==> src/rtl/key_event_arbiter.sv <==
// key_event_arbiter: synchronise and debounce three active-low keys, turn each
// debounced press into one event, and offer events round-robin on valid/ready.
`default_nettype none

module key_event_arbiter #(
  parameter int DB_CYCLES = 8,
  parameter int CNT_W     = 4
) (
  input  logic       sys_clk,
  input  logic       sys_rst_n,
  input  logic [2:0] key_n,
  output logic       evt_valid,
  input  logic       evt_ready,
  output logic [1:0] evt_code,
  output logic [2:0] held,
  output logic       overrun
);

  typedef enum logic {IDLE = 1'b0, OFFER = 1'b1} state_t;

  localparam logic [CNT_W-1:0] CNT_MAX = CNT_W'(DB_CYCLES - 1);

  state_t           state, state_next;
  logic [2:0]       sync1, sync2, stable, pending;
  logic [CNT_W-1:0] cnt [3];
  logic [2:0]       flip, press, clr;
  logic [1:0]       last, winner, cand1, cand2;
  logic             take, done;

  always_ff @(posedge sys_clk or negedge sys_rst_n) begin
    if (!sys_rst_n) begin
      sync1 <= 3'b111;
      sync2 <= 3'b111;
    end else begin
      sync1 <= key_n;
      sync2 <= sync1;
    end
  end

  // Any sample back at the stable level clears the run, so only an unbroken
  // run of DB_CYCLES differing samples moves the stable level.
  always_ff @(posedge sys_clk or negedge sys_rst_n) begin
    if (!sys_rst_n) begin
      stable <= 3'b111;
      for (int i = 0; i < 3; i++) cnt[i] <= '0;
    end else begin
      for (int i = 0; i < 3; i++) begin
        if (sync2[i] == stable[i]) begin
          cnt[i] <= '0;
        end else if (cnt[i] == CNT_MAX) begin
          stable[i] <= sync2[i];
          cnt[i]    <= '0;
        end else begin
          cnt[i] <= cnt[i] + CNT_W'(1);
        end
      end
    end
  end

  always_comb begin
    for (int i = 0; i < 3; i++) flip[i] = (sync2[i] != stable[i]) && (cnt[i] == CNT_MAX);
  end

  assign press = flip & stable;
  assign held  = ~stable;

  // Round-robin scan order: last+1, last+2, last (mod 3).
  always_comb begin
    cand1  = (last == 2'd2) ? 2'd0 : last + 2'd1;
    cand2  = (cand1 == 2'd2) ? 2'd0 : cand1 + 2'd1;
    winner = last;
    if (pending[cand1])      winner = cand1;
    else if (pending[cand2]) winner = cand2;
  end

  always_comb begin
    state_next = state;
    take       = 1'b0;
    done       = 1'b0;
    case (state)
      IDLE: begin
        if (pending != 3'b000) begin
          take       = 1'b1;
          state_next = OFFER;
        end
      end
      OFFER: begin
        if (evt_ready) begin
          done       = 1'b1;
          state_next = IDLE;
        end
      end
      default: state_next = IDLE;
    endcase
  end

  assign clr = take ? (3'b001 << winner) : 3'b000;

  always_ff @(posedge sys_clk or negedge sys_rst_n) begin
    if (!sys_rst_n) begin
      state     <= IDLE;
      pending   <= 3'b000;
      last      <= 2'd2;
      evt_valid <= 1'b0;
      evt_code  <= 2'd0;
      overrun   <= 1'b0;
    end else begin
      state   <= state_next;
      // A press landing on the same edge as the grant re-arms the key.
      pending <= (pending & ~clr) | press;
      overrun <= |(press & pending & ~clr);
      if (take) begin
        evt_code  <= winner;
        evt_valid <= 1'b1;
      end
      if (done) begin
        evt_valid <= 1'b0;
        last      <= evt_code;
      end
    end
  end

endmodule

`default_nettype wire

==> config.mk <==
export PLATFORM = sky130hd
export DESIGN_NAME = key_event_arbiter
export DESIGN_NICKNAME = d
export VERILOG_FILES = /design/src/rtl/key_event_arbiter.sv
export SDC_FILE = /design/constraint.sdc
export NUM_CORES = 1
export LEC_CHECK = 0
export BUFFER_PORTS_ARGS = -buffer_cell sky130_fd_sc_hd__buf_4
export CAP_MARGIN = 10
export CORE_MARGIN = 2
export CORE_UTILIZATION = 60
export CTS_BUF_LIST = sky130_fd_sc_hd__clkbuf_16
export DETAILED_ROUTE_END_ITERATION = 10
export PLACE_DENSITY_LB_ADDON = 0.12
export SLEW_MARGIN = 20
export SYNTH_ARGS = -nofsm -noshare
export SYNTH_HDL_FRONTEND = slang
export SYNTH_SLANG_ARGS = --single-unit
==> constraint.sdc <==
create_clock -name sys_clk -period 2.1 [get_ports sys_clk]
set_input_delay 0.21 -clock sys_clk [delete_from_list [all_inputs] [get_ports sys_clk]]
set_output_delay 0.21 -clock sys_clk [all_outputs]
set_load 0.02 [all_outputs]
Yosys cells after proc, flatten, opt, wreduce, memory -nomap -nowiden
Cells that the tools add are included.

cells by class
  multiplexer cells = 23
  eq/ne operators = 11
  bitwise logic cells = 11
  add/sub/neg operators = 5
  reductions and logical operators = 9
  magnitude comparators = 2
  shifts and indexed selects = 1

operators by type and width
  kind                                                         number
  2-to-1 mux 4 bit                                             6
  adder 4 x 1 -> 4 bit (second input constant)                 3
  AND 3 bit                                                    4
  equality test 4 x 3 -> 1 bit (second input constant)         3
  2-to-1 mux 1 bit                                             9
  2-to-1 mux 2 bit                                             4
  less-than comparator 2 x 3 -> 1 bit (second input constant)  2
  inverter 3 bit                                               2
  AND reduction 2 bit                                          3
  adder 2 x 1 -> 2 bit (second input constant)                 2
  binary-select mux 1 bit (select 2 bit)                       2
  equality test 2 bit (second input constant)                  2
  inverter 1 bit                                               4
  equality test 1 bit                                          3
  logical AND 1 bit                                            3
  2-to-1 mux 3 bit                                             1
  != test 1 bit                                                3
  OR 3 bit                                                     1
  nonzero test 3 bit                                           1
  OR reduction 3 bit                                           1
  left shift 1 x 2 -> 3 bit (first input constant)             1
  one-hot mux 1 bit (2 select lines)                           1
  nonzero test 2 bit                                           1

word-level totals
  input port bits = 6
  register bits = 31
  word-level logic and storage cells = 76
  output and inout port bits = 7

Logic depth before layout (Yosys ltp)
Gate-level depths: netlist (run 1).

  depth in word-level cells = 13
  gate-level depth with buffers = 5
  mapped depth without buffers = 5

Worst setup path before layout (run 1)
No wires, ideal clock.

  path type = register -> register
  start point = reg stable[1]
  end point = reg overrun
  cell stages (with the launch flop) = 4
  path slack = 0.770 ns
  library setup time = 0.074 ns
  buffers on the path = 0
  clock period less this slack = 1.330 ns
  arrival time = 1.255 ns
  data required time = 2.026 ns
  cells stage by stage = dfstp_2 inv_2 or4_4 o21ai_2

on the way
  cells in the longest elaborated chain, start to end = 6

RTL lines
  what                             RTL line  text
  start, declared                  24        logic [2:0] sync1, sync2, stable, pending;
  start signal, assigned by index  51        stable[i] <= sync2[i];
  != test 1 bit                    61        for (int i = 0; i < 3; i++) flip[i] = (sync2[i] != stable[i]) && (cnt[i] == CNT_MAX);
  logical AND 1 bit                61
  AND 3 bit *                      64        assign press = flip & stable;
  AND 3 bit * (2 in series)        111       overrun <= |(press & pending & ~clr);
  OR reduction 3 bit *             111
  end signal, assigned             111
  end, declared                    16        output logic overrun

Mark *: on every way between the ends. The rest lies on a longest branch, timed or not.
A chain may end at the register's enable or synchronous reset.

Worst setup path after layout (run 1)
  start point = reg last[1]
  end point = reg pending[1]

on the way
  cells in the longest elaborated chain, start to end = 13
  elaborated cells between the ends (all ways) = 17
  classes of those cells = 2 x add/sub; 2 x eq/ne; 1 x shift; 9 x mux; 3 x bitwise

RTL lines
  what                                                         RTL line  text
  start, declared                                              27        logic [1:0] last, winner, cand1, cand2;
  start signal, assigned                                       118       last <= evt_code;
  adder 2 x 1 -> 2 bit or equality test 2 bit (tied branches)  69        cand1 = (last == 2'd2) ? 2'd0 : last + 2'd1;
  2-to-1 mux 2 bit                                             69
  adder 2 x 1 -> 2 bit or equality test 2 bit (tied branches)  70        cand2 = (cand1 == 2'd2) ? 2'd0 : cand1 + 2'd1;
  2-to-1 mux 2 bit                                             70
  binary-select mux 1 bit (select 2 bit)                       73        else if (pending[cand2]) winner = cand2;
  2-to-1 mux 1 bit (implied by the code)                       73
  2-to-1 mux 2 bit                                             73
  2-to-1 mux 2 bit *                                           72        if (pending[cand1]) winner = cand1;
  left shift 1 x 2 -> 3 bit *                                  97        assign clr = take ? (3'b001 << winner) : 3'b000;
  2-to-1 mux 3 bit *                                           97
  inverter 3 bit *                                             110       pending <= (pending & ~clr) | press;
  AND 3 bit *                                                  110
  OR 3 bit *                                                   110
  end signal, assigned                                         110
  end, declared                                                24

Mark *: on every way between the ends. The rest lies on a longest branch, timed or not. The select of a mux whose other input is x is not followed.

==> results of run 1 <==
==> stage by stage <==
step	area, sq um	hold slack (ns)	instances	power [mW]
3_3_place_gp	1380	0.149	146	1.10
4_1_cts	1530	0.0410	155	1.80
3_5_place_dp	1380	0.155	146	1.12
6_report	1530	0.0454	155	1.78
2_1_floorplan	1260	-0.0856	108	1.01
5_1_grt	1530	0.0408	155	1.87
==> layout by cell type, fill, tap and decap left out, types with 4 or more instances in the layout <==
cell type and n:
dfrtp_1 21, nor3_1 7, o21ai_0 8, buf_4 12, nand3_1 4, xnor2_1 6, dfstp_2 10, nand2_1 11
clkbuf_16 5, nor2_1 9, nor2b_1 5
==> path summary, 6_finish.rpt <==
check / endpoint / slack, ns / cells after the start
min in group asynchronous: cnt[0] / 0.40 / 2
worst max register to register: pending[1] / 0.74 / 4
worst min-delay path: sync1[0] / 0.05 / 1
worst max-delay path: pending[1] / 0.74 / 4
worst min register to register: sync2[2] / 0.35 / 0
max in group asynchronous: sync2[1] / 1.39 / 2
==> synthesized netlist by cell type <==
| master | number | area share |
|---|---|---|
| dfrtp_1 | 21 | 0.42 |
| nand2_1 | 11 | 0.033 |
| dfstp_2 | 10 | 0.21 |
| nor2_1 | 9 | 0.027 |
| o21ai_0 | 8 | 0.032 |
| nor3_1 | 7 | 0.028 |
| xnor2_1 | 6 | 0.042 |
| nor2b_1 | 5 | 0.025 |
| nand3_1 | 4 | 0.016 |
| a21oi_1 | 3 | 0.012 |
| ha_1 | 3 | 0.030 |
| and3b_1 | 2 | 0.014 |
| inv_1 | 2 | 0.0060 |
| mux2_2 | 2 | 0.018 |
| nand3b_1 | 2 | 0.012 |
| o21a_1 | 2 | 0.012 |
| o22a_1 | 2 | 0.014 |
| buf_2 | 1 | 0.0040 |
| inv_2 | 1 | 0.0030 |
| mux2i_1 | 1 | 0.0079 |
| nand2b_1 | 1 | 0.0050 |
| o2111ai_1 | 1 | 0.0070 |
| o21ai_2 | 1 | 0.0070 |
| o311ai_1 | 1 | 0.0070 |
| o31ai_1 | 1 | 0.0060 |
| or4_4 | 1 | 0.0089 |
==> power groups by stage <==
stage | logic [mW] | registers (mW) | clock network, mW
floorplan | 0.209 | 0.797 | 0
global placement | 0.297 | 0.804 | 0
detailed placement | 0.305 | 0.812 | 0
CTS | 0.328 | 0.809 | 0.662
global route | 0.365 | 0.821 | 0.685
finish | 0.324 | 0.809 | 0.648
==> what timing repair did <==
action	in CTS	in global routing
gates resized for setup	0	0
endpoints found under the hold margin	21	0
hold buffers	1	0
==> layout make-up <==
| type | instances | area [sq um] | area share |
|---|---|---|---|
| flip-flops and latches | 31 | 788 | 0.517 |
| multi-input cells | 73 | 455 | 0.299 |
| repair buffers | 13 | 100 | 0.0656 |
| inverters | 3 | 11.3 | 0.00738 |
| clock buffers | 5 | 125 | 0.0820 |
| clock inverters | 3 | 11.3 | 0.00738 |
| well taps | 27 | 33.8 | 0.0221 |
==> sequential cells by signal, indices dropped and copies added, names as in the netlist <==
register,count
pending,3
overrun,1
state,1
evt_valid,1
stable,3
sync1,3
cnt,12
last,2
sync2,3
evt_code,2
==> cells by family (layout without fill, tap and decap cells) <==
logic type,after synthesis,in the layout,synth area share
simple gates,42,42,0.168
flops,31,31,0.626
compound gates,19,19,0.0963
xor+xnor,6,6,0.0417
buf+inv,4,24,0.0129
fa+ha+maj,3,3,0.0298
mux,3,3,0.0258
==> per-layer routing <==
metal,global-route usage,share of wire,up-vias
met5,0,0,-
met4,0.0787,0.010,0
met3,0.0818,0.047,4
met2,0.382,0.55,23
li1,-,-,413
met1,0.225,0.39,435
==> worst max-delay path: stages, from the launching register on <==
cell and delay, ns:
dfstp_2 0.58, nor2b_1 0.07, o22a_1 0.17, o21ai_0 0.32, nand2_1 0.10
==> impl_metrics.py, run 1 <==
metrics = {
    "routing": {
        "num_vias": 875,
        "firstDrtPassIters": 4,
        "wl_mm": 2.19,
        "drt_iter0_drc": 8,
        "drc": 0,
        "via_per_inst": 5.65,
        "wire_per_inst_microns": 14.1,
        "detail-route-antenna-nets": 0,
    },
    "floorplanning": {
        "io_pins": 13,
        "core_area_sq_mm": 0.00196,
        "rows": 16,
        "die_h_microns": 49.8,
        "die_w_microns": 49.8,
        "start_util": 0.642,
        "die-area_sq_mm": 0.00248,
    },
    "sta": {
        "setup_ws_ns": 0.742,
        "min_period_over_period": 0.647,
        "worstMarginPinSlew_ns": 0.408,
        "finalClockSkew_ns": 0.00641,
        "finalCriticalPeriod_ns": 1.36,
        "finalSetupTns_ns": 0,
        "slew_headroom": 0.726,
        "slew_viol_final": 0,
        "rsz0062_at_grt": "false",
        "fmax_ghz": 0.736,
        "hold_viol_final": 0,
        "setup_viol": 0,
    },
    "pwr": {
        "p_leak_nw": 0.724,
        "p_switching_mw": 0.485,
        "powerDensity_mw_per_mm2": 1170,
        "clkPwrFrac": 0.364,
        "p_int_mw": 1.30,
        "p_sw_frac": 0.273,
        "seqPwrFrac": 0.454,
        "p_comb_frac": 0.182,
        "peakVddDrop_mv": 0.998,
    },
    "grt": {
        "track_usage": 0.213,
        "grt_overflow": 0,
        "grt_pass1_wl_mm": 3.84,
        "antenna_found_initial": 0,
        "grt_max_degree": 32,
        "grt_pass1_vias": 900,
    },
    "cts": {
        "htreeDepth": 2,
        "cts.clk_slew.worst_paths_ns": 0.05,
        "numCtsBuffers": 5,
        "cts_buffer_depth": 2,
        "cts_root_buffer": "clkbuf_16",
        "cts_tree": "yes",
        "clk_latency_ns": 0.27,
        "clock-sinks": 31,
        "postCtsSetupBuffers": 0,
    },
    "critical_path": {
        "crit_start": "last[1]",
        "crit_required_ns": 2.25,
        "r2r-start": "last[1]",
        "crit_arrival_ns": 1.51,
        "cp-start-kind": "flop",
        "end_kind": "flop",
        "worstPathMaxFanout": 7,
        "crit_type": "flop to flop",
    },
    "placement": {
        "portBuffers": 12,
        "dp_slack_ns": 0.788,
        "routabilityCongestion": 0.770,
        "dpl.hpwl_mm": 1.39,
    },
    "layout": {
        "fillers": 136,
        "syn2layout_area_growth_pct": 21.1,
        "antenna_cells": 0,
        "utilization": 0.777,
        "nets": 136,
        "drive_gt1_frac": 0.250,
    },
    "min_path": {
        "hold_start": "key_n[0]",
        "hold_path_class": "primary input to flop",
    },
    "yosys": {
        "ys_types": 26,
        "synth_area_sq_mm": 0.00126,
        "avgSynthCellArea_sq_um": 11.7,
        "synth_fp_nets": 117,
        "yosys_warnings": 0,
        "synth-seq-cells": 31,
        "ys_seq_area_frac": 0.626,
        "syn_inst": 108,
    },
    "run": {
        "maxCapViolations": 0,
    },
    "run_status": {
        "status": "complete, no violations",
    },
}
(Power assumes the default switching activity.)
==> run 2: changes to the inputs <==
- CORE_UTILIZATION: 60 -> 56
- clock period: 2.1 -> 1.4 ns (I/O delays scaled with it)
==> run 2 against run 1 <==
Setup slack lost 0.68 ns; cell area up 2.8%; sequential power rose by 50%; largest power group unchanged; die area is 6.6% higher; worst hold slack improved by 0.032 ns; via count shrank 2.6%; wire length is 5.7% lower; power is 50% higher; maximum frequency grew 1.6%.
==> impl_metrics.py, run 2 (same netlist as run 1, synthesis figures left out) <==
metrics = {
    "critical_path": {
        "worstPathMaxFanout": 6,
        "slowest_stage": "dfrtp_1",
        "crit_arrival_ns": 1.49,
        "crit_type": "flop to flop",
        "rr_worst_depth": 4,
        "ff2ff_setup_slack_ns": 0.06,
        "crit_path_cell_trace": "o21a_1 > o31ai_1 > o22a_1 > o21ai_2",
        "slowest_delay_ns": 0.43,
        "worstReg2RegEnd": "overrun",
        "cp-start-kind": "flop",
        "r2r-start": "last[0]",
        "end_kind": "flop",
        "crit_required_ns": 1.55,
    },
    "floorplanning": {
        "io_pins": 13,
        "die_w_microns": 51.4,
        "start_util": 0.581,
        "die_h_microns": 51.4,
        "core_area_sq_mm": 0.00217,
        "rows": 17,
        "die-area_sq_mm": 0.00265,
    },
    "sta": {
        "slew_viol_final": 0,
        "min_period_over_period": 0.955,
        "fmax_ghz": 0.748,
        "finalCriticalPeriod_ns": 1.34,
        "hold_viol_final": 0,
        "finalSetupTns_ns": 0,
        "slew_headroom": 0.722,
        "setup_viol": 0,
        "hold_slack_ns": 0.0776,
        "worstMarginPinSlew_ns": 0.413,
        "finalClockSkew_ns": 0.00484,
        "rsz0062_at_grt": "false",
        "setup_ws_ns": 0.0632,
    },
    "run_status": {
        "status": "complete, no violations",
    },
    "layout": {
        "largest_reg_flops": 12,
        "nets": 140,
        "antenna_cells": 0,
        "instances_no_fill": 159,
        "fillers": 156,
        "syn2layout_area_growth_pct": 24.4,
        "largest_register": "cnt",
        "utilization": 0.723,
        "layout_common_cells": "dfrtp_1 (21), buf_4 (13), nand2_1 (11)",
        "multi_input_area_sq_um": 462,
        "mostFrequentLayoutCell": "dfrtp_1",
        "final_design_area_no_fill_sq_mm": 0.00157,
        "drive_gt1_frac": 0.282,
        "seq_area_sq_um": 788,
    },
    "routing": {
        "wl_met3_microns": 84,
        "detail-route-antenna-nets": 0,
        "num_vias": 852,
        "wl_met1_microns": 948,
        "via_per_inst": 5.36,
        "wl_mm": 2.06,
        "wire_per_inst_microns": 13.0,
        "drt_iter0_drc": 12,
        "routed.top_layer": "met4",
        "drc": 0,
        "met2_length_mm": 1.01,
        "firstDrtPassIters": 4,
    },
    "cts": {
        "numCtsBuffers": 5,
        "cts_tree": "yes",
        "htreeDepth": 2,
        "cts_root_buffer": "clkbuf_16",
        "cts.clk_slew.worst_paths_ns": 0.05,
        "cts_buffer_depth": 2,
        "clk_latency_ns": 0.27,
        "postCtsSetupBuffers": 0,
        "clock-sinks": 31,
    },
    "placement": {
        "dpl.hpwl_mm": 1.36,
        "portBuffers": 12,
        "routabilityCongestion": 0.700,
        "dp_slack_ns": 0.0737,
        "dp.cells": 148,
        "dpl-instance-area_sq_mm": 0.00139,
    },
    "grt": {
        "track_usage": 0.188,
        "grt_max_degree": 32,
        "grt_pass1_vias": 899,
        "grt_overflow": 0,
        "antenna_found_initial": 0,
        "grt_pass1_wl_mm": 3.62,
    },
    "pwr": {
        "peakVddDrop_mv": 1.73,
        "p_leak_nw": 0.734,
        "powerDensity_mw_per_mm2": 1700,
        "finalPower_mw": 2.66,
    },
    "min_path": {
        "hold_start": "evt_ready",
        "hold_path_class": "primary input to flop",
        "whs_endpoint": "state",
        "min_path_cells": 2,
    },
    "run": {
        "maxCapViolations": 0,
    },
}
## run 2: power breakdown
group	leakage, nW	switching [mW]	internal (mW)	total [mW]
logic	0.277	0.251	0.225	0.475
clock network	0.0671	0.344	0.636	0.980
registers	0.390	0.121	1.09	1.21
## run 2: cell type report
type,count,share of cell area
tap,28,0.0223
sequential,31,0.503
inverter,3,0.00718
multi-input combinational,73,0.294
timing repair buffer,17,0.0878
clock buffer,5,0.0798
clock inverter,2,0.00559
## run 2: worst max-delay path by stage
stage	slack (ns)	from	to
2_1_floorplan	0.07	stable[1]	overrun
3_3_place_gp	0.11	cnt[0]	overrun
3_5_place_dp	0.07	stable[1]	overrun
4_1_cts	0.07	stable[1]	overrun
5_1_grt	0.002	last[1]	pending[1]
6_report	0.06	last[0]	overrun
## run 2: timing repair
action	4_1_cts	5_1_grt
endpoints found under the hold margin	24	0
hold buffers	4	0
resized for setup	0	3
endpoints found under the setup margin	0	1
## run 2: per-layer routing
layer,GRT usage,vias to the layer above
met2,0.323,20
met5,0,-
met4,0.0658,0
li1,-,418
met1,0.220,410
met3,0.0614,4
## run 2: critical path: cells and delay by family, from the launching register on
family | cells | cell delay [ns]
flip-flops | 1 | 0.43
AO/OA/AOI/OAI | 4 | 0.79
